===== src/rtl/matrix_uart_pkg.sv =====
// matrix_uart_pkg: state encodings and constants shared by the result word
// transmitter and its byte serializer.
package matrix_uart_pkg;

   localparam int BYTES_PER_WORD = 4;

   typedef enum logic [1:0] {
      W_IDLE,
      W_SEND,
      W_CSUM
   } word_state_t;

   typedef enum logic [1:0] {
      B_IDLE,
      B_START,
      B_DATA,
      B_STOP
   } byte_state_t;

   // Byte idx of a word counted from the most significant end (0 = [31:24]).
   function automatic logic [7:0] select_byte(input logic [31:0] w, input logic [2:0] idx);
      case (idx)
         3'd0:    select_byte = w[31:24];
         3'd1:    select_byte = w[23:16];
         3'd2:    select_byte = w[15:8];
         default: select_byte = w[7:0];
      endcase
   endfunction

endpackage


===== src/rtl/uart_byte_tx.sv =====
// uart_byte_tx: 8N1 serializer for one byte at a time. A byte is taken on
// byte_valid while idle or during the final cycle of the previous stop bit,
// which lets consecutive bytes run back-to-back with no idle gap.
module uart_byte_tx #(
   parameter int CLKS_PER_BIT = 2
) (
   input  logic       clk,
   input  logic       rst,
   input  logic       byte_valid,
   input  logic [7:0] byte_data,
   output logic       byte_done,
   output logic       tx
);
   import matrix_uart_pkg::*;

   localparam int CNT_W = (CLKS_PER_BIT > 1) ? $clog2(CLKS_PER_BIT) : 1;
   localparam logic [CNT_W-1:0] CNT_MAX = CNT_W'(CLKS_PER_BIT - 1);

   byte_state_t      state;
   logic [CNT_W-1:0] cnt;
   logic [2:0]       bit_idx;
   logic [7:0]       shift;
   logic             bit_end;

   assign bit_end   = (cnt == CNT_MAX);
   assign byte_done = (state == B_STOP) && bit_end;

   // Bit timing and line state: start, eight data bits LSB first, stop.
   always_ff @(posedge clk) begin
      if (rst) begin
         state   <= B_IDLE;
         cnt     <= '0;
         bit_idx <= '0;
         shift   <= '0;
         tx      <= 1'b1;
      end else begin
         case (state)
            B_IDLE: begin
               tx  <= 1'b1;
               cnt <= '0;
               if (byte_valid) begin
                  state <= B_START;
                  shift <= byte_data;
                  tx    <= 1'b0;
               end
            end
            B_START: begin
               if (bit_end) begin
                  cnt     <= '0;
                  bit_idx <= '0;
                  state   <= B_DATA;
                  tx      <= shift[0];
               end else begin
                  cnt <= cnt + CNT_W'(1);
               end
            end
            B_DATA: begin
               if (bit_end) begin
                  cnt <= '0;
                  if (bit_idx == 3'd7) begin
                     state <= B_STOP;
                     tx    <= 1'b1;
                  end else begin
                     bit_idx <= bit_idx + 3'd1;
                     shift   <= {1'b0, shift[7:1]};
                     tx      <= shift[1];
                  end
               end else begin
                  cnt <= cnt + CNT_W'(1);
               end
            end
            B_STOP: begin
               if (bit_end) begin
                  cnt <= '0;
                  if (byte_valid) begin
                     state <= B_START;
                     shift <= byte_data;
                     tx    <= 1'b0;
                  end else begin
                     state <= B_IDLE;
                     tx    <= 1'b1;
                  end
               end else begin
                  cnt <= cnt + CNT_W'(1);
               end
            end
            default: begin
               state <= B_IDLE;
               cnt   <= '0;
               tx    <= 1'b1;
            end
         endcase
      end
   end

endmodule


===== src/rtl/result_word_tx.sv =====
// result_word_tx: streams 32-bit result matrix elements out of an 8N1 UART,
// four bytes per word, most significant byte first. frame_done marks the end
// of the word flagged by word_last.
// Optional feature: define RESULT_TX_CHECKSUM_EN to append a running XOR
// checksum byte after each frame's last word.
module result_word_tx #(
   parameter int CLOCK_FREQ = 50000000,
   parameter int BAUD_RATE  = 9600
) (
   input  logic        clk,
   input  logic        rst,
   input  logic        word_valid,
   input  logic [31:0] word_data,
   input  logic        word_last,
   output logic        word_ready,
   output logic        uart_tx,
   output logic        busy,
   output logic        frame_done
);
   import matrix_uart_pkg::*;

   localparam int CLKS_RAW     = CLOCK_FREQ / BAUD_RATE;
   localparam int CLKS_PER_BIT = (CLKS_RAW < 2) ? 2 : CLKS_RAW;
   localparam logic [2:0] LAST_IDX = 3'(BYTES_PER_WORD);

   word_state_t w_state;
   logic [31:0] word_reg;
   logic        last_reg;
   logic [2:0]  next_idx;
   logic        byte_valid;
   logic [7:0]  byte_data;
   logic        byte_done;

`ifdef RESULT_TX_CHECKSUM_EN
   logic [7:0]  csum;
`endif

   // Chooses the next byte for the serializer: byte 0 straight from the input
   // on acceptance so the start bit appears one cycle later, the rest from the
   // captured word as each stop bit finishes.
   always_comb begin
      byte_valid = 1'b0;
      byte_data  = 8'h00;
      case (w_state)
         W_IDLE: begin
            if (word_valid && word_ready) begin
               byte_valid = 1'b1;
               byte_data  = word_data[31:24];
            end
         end
         W_SEND: begin
            if (byte_done) begin
               if (next_idx != LAST_IDX) begin
                  byte_valid = 1'b1;
                  byte_data  = select_byte(word_reg, next_idx);
               end
`ifdef RESULT_TX_CHECKSUM_EN
               else if (last_reg) begin
                  byte_valid = 1'b1;
                  byte_data  = csum;
               end
`endif
            end
         end
         default: begin
            byte_valid = 1'b0;
         end
      endcase
   end

   // Word sequencer: accept a word, walk its bytes, then close the word or frame.
   always_ff @(posedge clk) begin
      if (rst) begin
         w_state    <= W_IDLE;
         word_ready <= 1'b0;
         busy       <= 1'b0;
         frame_done <= 1'b0;
         word_reg   <= '0;
         last_reg   <= 1'b0;
         next_idx   <= '0;
      end else begin
         frame_done <= 1'b0;
         case (w_state)
            W_IDLE: begin
               word_ready <= 1'b1;
               if (word_valid && word_ready) begin
                  word_ready <= 1'b0;
                  busy       <= 1'b1;
                  word_reg   <= word_data;
                  last_reg   <= word_last;
                  next_idx   <= 3'd1;
                  w_state    <= W_SEND;
               end
            end
            W_SEND: begin
               if (byte_done) begin
                  if (next_idx != LAST_IDX) begin
                     next_idx <= next_idx + 3'd1;
                  end else begin
`ifdef RESULT_TX_CHECKSUM_EN
                     if (last_reg) begin
                        w_state <= W_CSUM;
                     end else begin
                        w_state    <= W_IDLE;
                        word_ready <= 1'b1;
                        busy       <= 1'b0;
                        frame_done <= 1'b0;
                        next_idx   <= '0;
                     end
`else
                     w_state    <= W_IDLE;
                     word_ready <= 1'b1;
                     busy       <= 1'b0;
                     frame_done <= last_reg;
                     next_idx   <= '0;
`endif
                  end
               end
            end
`ifdef RESULT_TX_CHECKSUM_EN
            W_CSUM: begin
               if (byte_done) begin
                  w_state    <= W_IDLE;
                  word_ready <= 1'b1;
                  busy       <= 1'b0;
                  frame_done <= 1'b1;
                  next_idx   <= '0;
               end
            end
`endif
            default: begin
               w_state    <= W_IDLE;
               word_ready <= 1'b0;
               busy       <= 1'b0;
               next_idx   <= '0;
            end
         endcase
      end
   end

`ifdef RESULT_TX_CHECKSUM_EN
   // Running XOR of every payload byte issued; cleared once the checksum byte has gone out.
   always_ff @(posedge clk) begin
      if (rst) begin
         csum <= 8'h00;
      end else if ((w_state == W_CSUM) && byte_done) begin
         csum <= 8'h00;
      end else if (byte_valid && (next_idx != LAST_IDX)) begin
         csum <= csum ^ byte_data;
      end
   end
`endif

   uart_byte_tx #(
      .CLKS_PER_BIT(CLKS_PER_BIT)
   ) u_byte_tx (
      .clk       (clk),
      .rst       (rst),
      .byte_valid(byte_valid),
      .byte_data (byte_data),
      .byte_done (byte_done),
      .tx        (uart_tx)
   );

endmodule

===== config.mk =====
export PLATFORM = sky130hd
export DESIGN_NAME = result_word_tx
export DESIGN_NICKNAME = d
export VERILOG_FILES = /design/src/rtl/matrix_uart_pkg.sv /design/src/rtl/uart_byte_tx.sv /design/src/rtl/result_word_tx.sv
export SDC_FILE = /design/constraint.sdc
export NUM_CORES = 1
export LEC_CHECK = 0
export CORE_ASPECT_RATIO = 1.75
export CORE_MARGIN = 4
export CORE_UTILIZATION = 50
export CTS_CLUSTER_DIAMETER = 30
export CTS_CLUSTER_SIZE = 12
export DETAILED_ROUTE_END_ITERATION = 10
export PLACE_DENSITY_LB_ADDON = 0.3
export SLEW_MARGIN = 0
export SYNTH_ARGS = -nofsm -noshare
export SYNTH_HDL_FRONTEND = slang
export SYNTH_SLANG_ARGS = --single-unit

===== constraint.sdc =====
create_clock -name clk -period 2.6 [get_ports clk]
set_input_delay 0.65 -clock clk [delete_from_list [all_inputs] [get_ports clk]]
set_output_delay 0.65 -clock clk [all_outputs]
set_load 0.05 [all_outputs]

==> metrics <==
outcome completed; HPWL after DPL 5560 µm; worst slew pin tran just over 0.5 ns; kind of critical path register to primary output; Vias 2722; Min-Delay Path Class register to register; CP required 1.95 ns; top cell type's share of synthesized area 0.439; Antenna Cells 0; row count 37; Die Y 111 µm; # IOs 40; max reg flops 32; clk_lat worst skew 0.35 ns; PwrDens 668 nW/µm²; final hold vios 0; Total Routing Usage GR 0.222; Syn Inst Count between 300 and 400; Remaining DRCs 0; top sig layer met4; CTS root buf clkbuf_8; clock-pin slew on the worst setup and hold paths 0.07 ns; top cells by area, synth dfxtp_1 (44%), nand2_1 (10%), a21oi_1 (8.0%); Starting Density 0.512; layout cell share with drive strength beyond 1 0.0800; most frequent cells in the layout nand2_1 (82), dfxtp_1 (66), a21oi_1 (48); skew final 0.00702 ns; Hold Path Stages 2; global route overflow 0; CP endpoint kind primary output; yosys warns 0; Synth area leader dfxtp_1; Mapped Nets 406; core area 5880 µm²; Crit path largest cell delay 0.86 ns; reg2reg path depth 6; WL met1 2850 µm; startpoint types register; RSZ-0062 raised after global routing false; Final period util 0.901; vias in the first global route 2672; area grow syn2layout 20.9%; ys flop type dfxtp_1; via/cell ratio 5.69; met2 wire len ~4200 µm; CTS H-Tree Depth 3; Clock Path Buffers 2; Critical R2R Launch next_idx[0]; pin count of the biggest net entering global routing 31; Placed Cells 462; hold endpoint word_reg[22]; Max-cap violations 0; slew margin rel. 0.657; Num CTS Buffers 9; Starting DRT DRC Count roughly 200; library cells used by synthesis 42; setup slack, reg-to-reg between 0.5 and 0.6 ns; number of hold buffers added after cts 0; post-layout min period ~2.3 ns; commonest non-fill, non-tap cell in the layout nand2_1; # resized after CTS 0; hold path start word_reg[22]; wire length on met3 319 µm; Peak Freq between 0.4 and 0.5 GHz; sequential area share after synthesis 0.439; fin cells 478; WP data arrival ~1.7 ns; CTS tree yes; Die Area 7370 µm²; Avg WL per Cell 15.9 µm; Critical R2R Capture u_byte_tx.shift[6]; initial antenna violation count 0; # setup viols final 0; worst path bufs/invs 1; number of flops mapped to enable cells by yosys 0; Avg Synthesized Cell Area 8.40 µm²; final net count 443; Yosys reg bits 66; Post-DRT Antenna Nets 0; die width 66.6 µm; cell area after synthesis 3010 µm²; critical-path cell list clkdlybuf4s50_1; slowest CP cell clkdlybuf4s50_1; CP Max Fanout 9; Sinks on Clock Net 66; TNS Setup 0 ns; cell family with most CP delay buffers and inverters; routed wire length 7600 µm; # port buffers 39; worst vdd ir 366 µV; TritonRoute pass-1 iters 8; leakage power 1.28 nW; Final Slew Violations 0; Post-synth ARST share 0; first-pass GRT wire length 12600 µm; Setup Buffers After CTS 0; placer's final routability congestion estimate 0.881
## cells in the mapped netlist, drive strengths merged (5+ instances only)
cell type and instances:
nor2 18, o21ai 14, nor3 5, clkbuf 13, ha 12, inv 6
nand2 82, dfxtp 66, a222oi 8, and3 6, xor2 8, nand3 10
buf 8, a21oi 48, o2bb2ai 14
## layer usage
layer	global-route usage	vias to the layer above
li1	-	1341
met1	0.235	1261
met2	0.397	92
met3	0.0468	28
met4	0.107	0
met5	0	-
## stage by stage
step	instance area (µm²)	hold WS (ns)	total power [mW]	setup slack [ns]	utilization
after global placement	3460	0.443	1.67	0.357	0.589
after detailed placement	3460	0.450	1.68	0.301	0.589
after floorplan	3010	0.431	1.50	0.766	-
after global routing	3640	0.488	2.56	0.190	0.618
after CTS	3640	0.460	2.43	0.252	0.618
final	3640	0.463	2.43	0.258	0.618
## cells by family after synthesis
group | share of synthesized area
simple gates | 0.218
compound gates | 0.213
flops | 0.439
buf+inv | 0.0362
fa+ha+maj | 0.0499
xor+xnor | 0.0320
mux | 0.0108
## power by group
| group | switching, mW | total [mW] | internal [mW] | leakage [nW] |
|---|---|---|---|---|
| combinational | 0.330 | 0.546 | 0.216 | 0.657 |
| clock | 0.396 | 0.762 | 0.367 | 0.0851 |
| sequential | 0.0507 | 1.12 | 1.07 | 0.536 |
| total | 0.776 | 2.43 | 1.65 | 1.28 |
## cell type report
class | instances | area (µm²)
Clock inverter | 5 | 30.0
Multi-Input combinational cell | 265 | 1580
Sequential cell | 66 | 1320
Inverter | 6 | 22.5
Clock buffer | 11 | 141
Fill cell | 520 | 2240
Timing Repair Buffer | 47 | 445
Tap cell | 78 | 97.6
## worst max path at each step
stage / from / endpoint / slack (ns) / cells after the start
4_1_cts: w_state[0] / busy / 0.25 / 1
3_3_place_gp: word_valid / u_byte_tx.state[1] / 0.36 / 5
2_1_floorplan: w_state[0] / next_idx[1] / 0.77 / 5
5_1_grt: w_state[0] / busy / 0.19 / 1
6_report: w_state[0] / busy / 0.26 / 1
3_5_place_dp: word_valid / u_byte_tx.state[1] / 0.30 / 5
No activity file was read; power rests on OpenSTA's default activity.
